<file path="src/rtl/hdmi_pkg.sv">
// Shared definitions for the HDMI-side line FIFO reader: FSM encoding, FIFO geometry, pixel expansion.
// Pure declarations; no latency and no backpressure.
package hdmi_pkg;

  localparam logic [1:0] ST_IDLE      = 2'd0;
  localparam logic [1:0] ST_WAIT_FILL = 2'd1;
  localparam logic [1:0] ST_ARMED     = 2'd2;
  localparam logic [1:0] ST_ACTIVE    = 2'd3;

  localparam int FIFO_BLKS     = 4;
  localparam int WORDS_PER_BLK = 16;

  typedef struct packed {
    logic [7:0] r;
    logic [7:0] g;
    logic [7:0] b;
  } rgb888_t;

  // Replicating the top bits keeps full-scale white at 0xFF per channel.
  function automatic rgb888_t rgb565_to_888(input logic [15:0] p);
    rgb888_t c;
    c.r = {p[15:11], p[15:13]};
    c.g = {p[10:5],  p[10:9]};
    c.b = {p[4:0],   p[4:2]};
    return c;
  endfunction

endpackage

</file>
<file path="src/rtl/sync_2ff.sv">
// Two-flop single-bit synchroniser into the local clock domain.
// Latency 2 clk cycles; no backpressure.
module sync_2ff (
  input  logic clk,
  input  logic rst,
  input  logic d,
  output logic q
);

  logic meta;

  always_ff @(posedge clk or posedge rst) begin
    if (rst) begin
      meta <= 1'b0;
      q    <= 1'b0;
    end else begin
      meta <= d;
      q    <= meta;
    end
  end

endmodule

</file>
<file path="src/rtl/hdmi_fifo_pixel_read.sv">
// Reads RGB565 word pairs from the line FIFO RAM, emits one RGB888 pixel per vid_de; vid_de->pix_de latency 2.
// No stall: late data only sets the sticky underrun flag. Optional HDMI_UNDERRUN_CNT_EN adds underrun_cnt.
module hdmi_fifo_pixel_read
  import hdmi_pkg::*;
#(
  parameter int HDMI_HSIZE  = 1280,
  parameter int HDMI_VSIZE  = 720,
  parameter int RPT_PULSE_W = 4
) (
  input  logic        hdclk,
  input  logic        rst_hdclk,
  input  logic        run_hdmi,
  input  logic        fifo_empty,
  input  logic        vid_de,
  input  logic        vid_fs,
  output logic [5:0]  fifo_radr,
  input  logic [31:0] fifo_rdata,
  output logic        fifo_rpt_update_hdclk,
  output logic        pix_de,
  output logic [7:0]  pix_r,
  output logic [7:0]  pix_g,
  output logic [7:0]  pix_b,
  output logic        underrun
`ifdef HDMI_UNDERRUN_CNT_EN
  ,
  output logic [15:0] underrun_cnt
`endif
);

  localparam int BLK_W  = $clog2(FIFO_BLKS);
  localparam int WORD_W = $clog2(WORDS_PER_BLK);
  localparam int CNT_W  = $clog2(RPT_PULSE_W + 1);

  // Whole blocks per line keep the block pointer aligned with the PSRAM writer.
  if ((HDMI_HSIZE % 32) != 0 || HDMI_VSIZE < 1 || RPT_PULSE_W < 2) begin : g_bad_cfg
    $error("hdmi_fifo_pixel_read: unsupported size parameters");
  end

  logic              run_s;
  logic              fifo_empty_s;
  logic [1:0]        state;
  logic [BLK_W-1:0]  blk;
  logic [WORD_W-1:0] word;
  logic              half;
  logic [CNT_W-1:0]  rpt_cnt;
  logic              de_d1;
  logic              act_d1;
  logic              half_d1;
  rgb888_t           pix_q;
  logic              consume;
  logic              blk_end;
  logic              ur_hit;

  sync_2ff u_sync_run (
    .clk (hdclk),
    .rst (rst_hdclk),
    .d   (run_hdmi),
    .q   (run_s)
  );

  sync_2ff u_sync_empty (
    .clk (hdclk),
    .rst (rst_hdclk),
    .d   (fifo_empty),
    .q   (fifo_empty_s)
  );

  assign consume = (state == ST_ACTIVE) && vid_de;
  assign blk_end = consume && half && (word == WORD_W'(WORDS_PER_BLK - 1));
  // Mid-block sample: the PSRAM read pointer has settled by word 8.
  assign ur_hit  = consume && !half && (word == WORD_W'(8)) && fifo_empty_s;

  assign fifo_radr             = {blk, word};
  assign fifo_rpt_update_hdclk = (rpt_cnt != '0);
  assign pix_r                 = pix_q.r;
  assign pix_g                 = pix_q.g;
  assign pix_b                 = pix_q.b;

  always_ff @(posedge hdclk or posedge rst_hdclk) begin
    if (rst_hdclk) begin
      state   <= ST_IDLE;
      blk     <= '0;
      word    <= '0;
      half    <= 1'b0;
      rpt_cnt <= '0;
    end else if (!run_s) begin
      state   <= ST_IDLE;
      blk     <= '0;
      word    <= '0;
      half    <= 1'b0;
      rpt_cnt <= '0;
    end else begin
      if (blk_end)
        rpt_cnt <= CNT_W'(RPT_PULSE_W);
      else if (rpt_cnt != '0)
        rpt_cnt <= rpt_cnt - CNT_W'(1);

      case (state)
        ST_IDLE: begin
          blk   <= '0;
          word  <= '0;
          half  <= 1'b0;
          state <= ST_WAIT_FILL;
        end
        ST_WAIT_FILL: if (!fifo_empty_s) state <= ST_ARMED;
        ST_ARMED:     if (vid_fs) state <= ST_ACTIVE;
        ST_ACTIVE: begin
          if (vid_de) begin
            half <= ~half;
            if (half)    word <= word + WORD_W'(1);
            if (blk_end) blk  <= blk + BLK_W'(1);
          end
        end
        default: state <= ST_IDLE;
      endcase
    end
  end

  always_ff @(posedge hdclk or posedge rst_hdclk) begin
    if (rst_hdclk)
      underrun <= 1'b0;
    else if (state == ST_IDLE && run_s)
      underrun <= 1'b0;
    else if (ur_hit)
      underrun <= 1'b1;
  end

`ifdef HDMI_UNDERRUN_CNT_EN
  always_ff @(posedge hdclk or posedge rst_hdclk) begin
    if (rst_hdclk)
      underrun_cnt <= '0;
    else if (state == ST_IDLE && run_s)
      underrun_cnt <= '0;
    else if (ur_hit && underrun_cnt != 16'hFFFF)
      underrun_cnt <= underrun_cnt + 16'd1;
  end
`endif

  // Stage 1 waits out the RAM read latency; stage 2 selects and expands the pixel.
  always_ff @(posedge hdclk or posedge rst_hdclk) begin
    if (rst_hdclk) begin
      de_d1   <= 1'b0;
      act_d1  <= 1'b0;
      half_d1 <= 1'b0;
      pix_de  <= 1'b0;
      pix_q   <= '0;
    end else if (!run_s) begin
      de_d1   <= 1'b0;
      act_d1  <= 1'b0;
      half_d1 <= 1'b0;
      pix_de  <= 1'b0;
      pix_q   <= '0;
    end else begin
      de_d1   <= vid_de;
      act_d1  <= consume;
      half_d1 <= half;
      pix_de  <= de_d1;
      pix_q   <= act_d1 ? rgb565_to_888(half_d1 ? fifo_rdata[31:16] : fifo_rdata[15:0]) : '0;
    end
  end

endmodule

</file>
<file path="config.mk">
export PLATFORM = sky130hd
export DESIGN_NAME = hdmi_fifo_pixel_read
export DESIGN_NICKNAME = d
export VERILOG_FILES = /design/src/rtl/hdmi_pkg.sv /design/src/rtl/sync_2ff.sv /design/src/rtl/hdmi_fifo_pixel_read.sv
export SDC_FILE = /design/constraint.sdc
export NUM_CORES = 1
export LEC_CHECK = 0
export BUFFER_PORTS_ARGS = -buffer_cell sky130_fd_sc_hd__clkbuf_2
export CORE_UTILIZATION = 52
export DETAILED_ROUTE_END_ITERATION = 8
export PLACE_DENSITY = 0.85
export RECOVER_POWER = 50
export SYNTH_ARGS = -nofsm -noshare
export SYNTH_HDL_FRONTEND = slang
export SYNTH_SLANG_ARGS = --single-unit
</file>
<file path="constraint.sdc">
create_clock -name hdclk -period 3 [get_ports hdclk]
set_clock_uncertainty 0.1 [all_clocks]
set_input_delay 0.6 -clock hdclk [delete_from_list [all_inputs] [get_ports hdclk]]
set_output_delay 0.6 -clock hdclk [all_outputs]
set_load 0.05 [all_outputs]
</file>
# Word level (Yosys, flattened, before mapping)
# Index checks and enable logic that the tools add are counted.
[classes]
n_addsub = 3
n_eq_ne = 13
mux = 27
bitwise_logic = 1
n_reduce_logical = 15
[op_table]
columns = ["cell", "count"]
rows = [
  ["24-bit two-way mux", 2],
  ["3-bit inequality test, second input constant", 7],
  ["16-bit two-way mux", 1],
  ["2-bit two-way mux", 6],
  ["4-bit two-way mux", 3],
  ["3-bit two-way mux", 3],
  ["3-bit AND reduction", 3],
  ["4-bit == test, second input constant", 2],
  ["1-bit two-way mux", 8],
  ["4-bit case mux with 2 select lines", 1],
  ["1-bit logical AND", 7],
  ["2-bit case mux with 3 select lines", 1],
  ["4-bit by 1-bit adder with 4-bit output, second input constant", 1],
  ["2-bit == test, second input constant", 2],
  ["4-bit inequality test, second input constant", 1],
  ["2-bit case mux with 2 select lines", 1],
  ["3-bit nonzero test", 1],
  ["3-bit by 1-bit subtractor with 3-bit output, second input constant", 1],
  ["2-bit by 1-bit adder with 2-bit output, second input constant", 1],
  ["2-bit by 1-bit == test with 1-bit output, second input constant", 1],
  ["2-bit logical NOT", 1],
  ["1-bit case mux with 2 select lines", 1],
  ["2-bit AND reduction", 1],
  ["2-bit nonzero test", 1],
  ["2 further kinds", 2],
]
[word_totals]
regBits = 45
in_bits = 38
out_inout_bits = 33
word_cells = 76

# Depth between registers and ports, before layout
[logic_depth]
ltp_word = 8
ltp_mapped = 6
ltp_nobuf = 5

# Modules after synthesis
# Synthesis repeated with hierarchy kept, for this count alone.
[unflattened]
hier_cells = 158
area_unflattened_um2 = 1741.7
[modules_own_cells]
columns = ["module", "instances", "cells_per_inst", "area_per_inst_um2", "seq_area_each_um2"]
rows = [
  ["hdmi_fifo_pixel_read", 1, 152, 1634.1, 825.8],
  ["sync_2ff", 2, 3, 53.8, 50.0],
]

# Least setup slack after synthesis
# No wires, ideal clock.
[synth_path]
path_type = "flip-flop to flip-flop"
from = "register word[0]"
to = "register word[1]"
setup_time_ns = 0.077
arrival_ns = 1.610
required_time_ns = 2.823
path_slack_ns = 1.213
path_stages_with_launch = 6
path_buffers = 0
synth_period_minus_slack_ns = 1.787
path_cell_list = "dfrtp_1 inv_1 ha_1 nand2_1 or3_2 a21oi_1"
[synth_via]
elab_chain_cells = 5
[synth_rtl]
columns = ["element", "line_no", "source"]
rows = [
  ["from (decl)", "hdmi_fifo_pixel_read.sv:43", "logic [WORD_W-1:0] word;"],
  ["from (signal assigned)", "hdmi_fifo_pixel_read.sv:110", "if (half) word <= word + WORD_W'(1);"],
  ["4-bit by 1-bit adder with 4-bit output", "hdmi_fifo_pixel_read.sv:110", ""],
  ["4-bit two-way mux", "hdmi_fifo_pixel_read.sv:110", ""],
  ["4-bit two-way mux", "hdmi_fifo_pixel_read.sv:108", "if (vid_de) begin"],
  ["4-bit case mux with 2 select lines", "hdmi_fifo_pixel_read.sv:98", "case (state)"],
  ["4-bit two-way mux", "hdmi_fifo_pixel_read.sv:86", "end else if (!run_s) begin"],
]
# No other way between the ends. The select of a mux whose other input is x is not followed.
# A chain may end at the register's enable or synchronous reset.

# Worst setup path after layout
[layout_path]
from = "register rpt_cnt[0]"
to = "output fifo_rpt_update_hdclk"
[layout_via]
elab_chain_cells = 1
[layout_rtl]
columns = ["element", "line_no", "source"]
rows = [
  ["from (decl)", "hdmi_fifo_pixel_read.sv:45", "logic [CNT_W-1:0] rpt_cnt;"],
  ["from (signal assigned)", "hdmi_fifo_pixel_read.sv:94", "rpt_cnt <= CNT_W'(RPT_PULSE_W);"],
  ["from (signal assigned)", "hdmi_fifo_pixel_read.sv:96", "rpt_cnt <= rpt_cnt - CNT_W'(1);"],
  ["3-bit nonzero test", "hdmi_fifo_pixel_read.sv:74", "assign fifo_rpt_update_hdclk = (rpt_cnt != '0);"],
  ["to (decl)", "hdmi_fifo_pixel_read.sv:18", "output logic fifo_rpt_update_hdclk,"],
]
# No other way between the ends.

==> impl_metrics.env <==
export IMPL_status="finished, final reports clean"
export IMPL_port_buffers=70
export IMPL_critical_path_cell_chain="inv_1 > ha_1 > nand2b_1 > clkbuf_2"
export IMPL_die_x_um=60.9
export IMPL_synth_area_leaders="dfrtp_1, mux2i_1, ha_1, nor2_1, buf_4"
export IMPL_row_count=21
export IMPL_cp_arrival_ns=1.43
export IMPL_final_core_util_pct=64.9
export IMPL_drt_iter0_markers=42
export IMPL_final_cell_mix="clkbuf_2, dfrtp_1, nor2_1, mux2i_1, ha_1"
export IMPL_min_period_over_period_pct=70.8
export IMPL_core_area_um2=3340
export IMPL_grt_pass1_vias=1123
export IMPL_layout_drive_gt1_share_pct=37.9
export IMPL_postCtsSetupRepairBufs=0
export IMPL_initial_core_util_pct=54.0
export IMPL_syn2layout_area_growth_pct=20.2
export IMPL_grt_max_degree=24
export IMPL_setup_violations=0
export IMPL_end_kind="output port"
export IMPL_fin_tns_setup_ns=0
export IMPL_avgRoutedWirePerCell_um=12.3
export IMPL_syn_mean_instance_area_um2=11.1
export IMPL_power_frac_clock_pct=26.1
export IMPL_die_area_um2=3710
export IMPL_p_sw_share_pct=32.0
export IMPL_synth_cells=163
export IMPL_pwr_share_comb_pct=23.3
export IMPL_synth_seq_area_share_pct=51.4
export IMPL_yosys_register_bits=37
export IMPL_slew_limit_headroom_pct=21.5
export IMPL_vias_per_cell=4.99
export IMPL_hold_ws_ns=0.159
export IMPL_yosysUniqueCellTypes=41
export IMPL_hold_path_class="in2async"
export IMPL_die_h_um=60.9
export IMPL_period_needed_ns=2.13
export IMPL_antenna_cells=0
export IMPL_firstDrtPassIters=6
export IMPL_drc_errors=0
export IMPL_start_kind="flip-flop"
export IMPL_drtAntennaViolNets=0
export IMPL_synth_area_um2=1800
export IMPL_p_leak_nw=1.09
export IMPL_io_pins=71
export IMPL_power_density_nw_per_um2=492
export IMPL_cp_max_fo=4
export IMPL_clk_latency_ns=0.34
export IMPL_worst_slack_ns=0.875
export IMPL_critPathMaxStageDelay_ns=0.34
export IMPL_peakVddDrop_mv=0.361
export IMPL_final_common_cell="clkbuf_2"
export IMPL_place_ws_ns=1.18
export IMPL_cts_tree="built"
export IMPL_yosysTopAreaCell="dfrtp_1"
export IMPL_cts_root_buf="clkbuf_4"
export IMPL_fin_nets=273
export IMPL_p_total_mw=1.07
export IMPL_grt_ovfl_total=0
export IMPL_ys_warn_count=0
export IMPL_grt_pass1_wl_um=5020
export IMPL_crit_required_ns=2.30
export IMPL_yosysTopAreaCellShare_pct=51.4
export IMPL_numCtsBuffers=5
export IMPL_reg2reg_slack_ns=1.15
export IMPL_vias=1363
export IMPL_p_switching_mw=0.341
export IMPL_cts_hold_buf=0
export IMPL_r2r_start="state[0]"
export IMPL_r2r_end="word[3]"
export IMPL_grtUsageTotal_pct=19.0
export IMPL_path_clk_slew_ns=0.11
export IMPL_internal_power_mw=0.726
export IMPL_crit_slowest_cell="dfrtp_1"
export IMPL_htree_levels=2
export IMPL_syn_nets=210
export IMPL_place_congestion=0.735
export IMPL_p_seq_share_pct=50.7
export IMPL_maxSlewViolCount=0
export IMPL_place_hpwl_um=2550
export IMPL_clk_path_buf_depth=2
export IMPL_antenna_found_initial=0
export IMPL_maxCapViolCount=0
export IMPL_wirelength_um=3350
export IMPL_rsz0062_at_grt="no"
export IMPL_clock_fmax_mhz=471
export IMPL_rr_worst_depth=4
export IMPL_post_cts_resized=0
export IMPL_cts_sinks=37
export IMPL_max_slew_worst_pin_slew_ns=1.18
export IMPL_hold_violations=0
export IMPL_worstSetupPathType="reg2out"
## worst max path at each step
stage | startpoint | to | depth (start not counted)
floorplan | word[0] | word[1] | 5
global placement | state[0] | word[3] | 4
detailed placement | state[0] | word[3] | 4
CTS | rpt_cnt[0] | fifo_rpt_update_hdclk | 4
global route | rpt_cnt[0] | fifo_rpt_update_hdclk | 4
finish | rpt_cnt[0] | fifo_rpt_update_hdclk | 4
## power by group through the flow
| stage | Combinational [mW] | Clock (mW) | Sequential (mW) |
|---|---|---|---|
| final | 0.248 | 0.278 | 0.541 |
| after global routing | 0.280 | 0.313 | 0.543 |
| after CTS | 0.249 | 0.288 | 0.540 |
| after detailed placement | 0.248 | 0 | 0.550 |
| after global placement | 0.238 | 0 | 0.548 |
| after floorplan | 0.185 | 0 | 0.554 |
## per-layer routing
layer  share of wire (%)  global-route usage [%]  vias up
met5                   0                       0        -
met4                 1.2                    5.84        0
met3                 4.3                    7.04        6
met2                  51                    29.0       33
met1                  44                    25.3      640
li1                    -                       -      684
## final cells by class
| type | count | area [um^2] |
|---|---|---|
| fillers | 273 | 1170 |
| repair buffers | 71 | 354 |
| well taps | 46 | 57.6 |
| clock buffers | 6 | 51.3 |
| clock inverters | 2 | 13.8 |
| multi-input cells | 102 | 731 |
| flip-flops and latches | 37 | 926 |
| inverters | 9 | 33.8 |
## critical path, delay by kind of cell (launching register included)
family | cells | cell delay [ns]
buffers and inverters | 2 | 0.37
AND/OR/NAND/NOR | 1 | 0.15
flip-flops | 1 | 0.34
adder cells (fa/ha/maj) | 1 | 0.22
## metrics by stage
step	std cells	instance area, um^2
floorplan	163	1800
global placement	265	2110
detailed placement	265	2110
CTS	273	2170
global route	273	2170
finish	273	2170
## cells in the mapped netlist (all sizes together)
| library cell | count |
|---|---|
| dfrtp | 37 |
| nor2 | 18 |
| mux2i | 17 |
| buf | 14 |
| ha | 9 |
| inv | 9 |
| nand2 | 7 |
| a21oi | 6 |
| o21ai | 5 |
| nand3 | 4 |
| or3 | 4 |
| and2 | 3 |
| nand2b | 3 |
| a31oi | 2 |
| and4 | 2 |
| nand4b | 2 |
| nor2b | 2 |
| nor3 | 2 |
| o311ai | 2 |
| a21boi | 1 |
| a21o | 1 |
| a2bb2oi | 1 |
| a31o | 1 |
| a41o | 1 |
| and3 | 1 |
| clkbuf | 1 |
| nand3b | 1 |
| nand4 | 1 |
| nor3b | 1 |
| o2111a | 1 |
| o211ai | 1 |
| o31ai | 1 |
| or4 | 1 |
| xnor2 | 1 |
## registers in the layout, summed over array words and instances, names as in the netlist
| name | count |
|---|---|
| u_sync_run.q | 1 |
| u_sync_empty.q | 1 |
| state | 2 |
| u_sync_empty.meta | 1 |
| rpt_cnt | 3 |
| pix_r | 5 |
| blk | 2 |
| half | 1 |
| pix_g | 6 |
| pix_b | 5 |
| half_d1 | 1 |
| word | 4 |
| act_d1 | 1 |
| pix_de | 1 |
| underrun | 1 |
| de_d1 | 1 |
| u_sync_run.meta | 1 |
## kinds of logic after synthesis
kind of cell | count (synthesis) | synth area share, %
compound gates | 23 | 9.16
xor+xnor | 1 | 0.486
buf+inv | 24 | 8.12
mux | 17 | 9.44
fa+ha+maj | 9 | 6.25
flops | 37 | 51.4
simple gates | 52 | 15.2
Power figures use the tool's default switching activity.
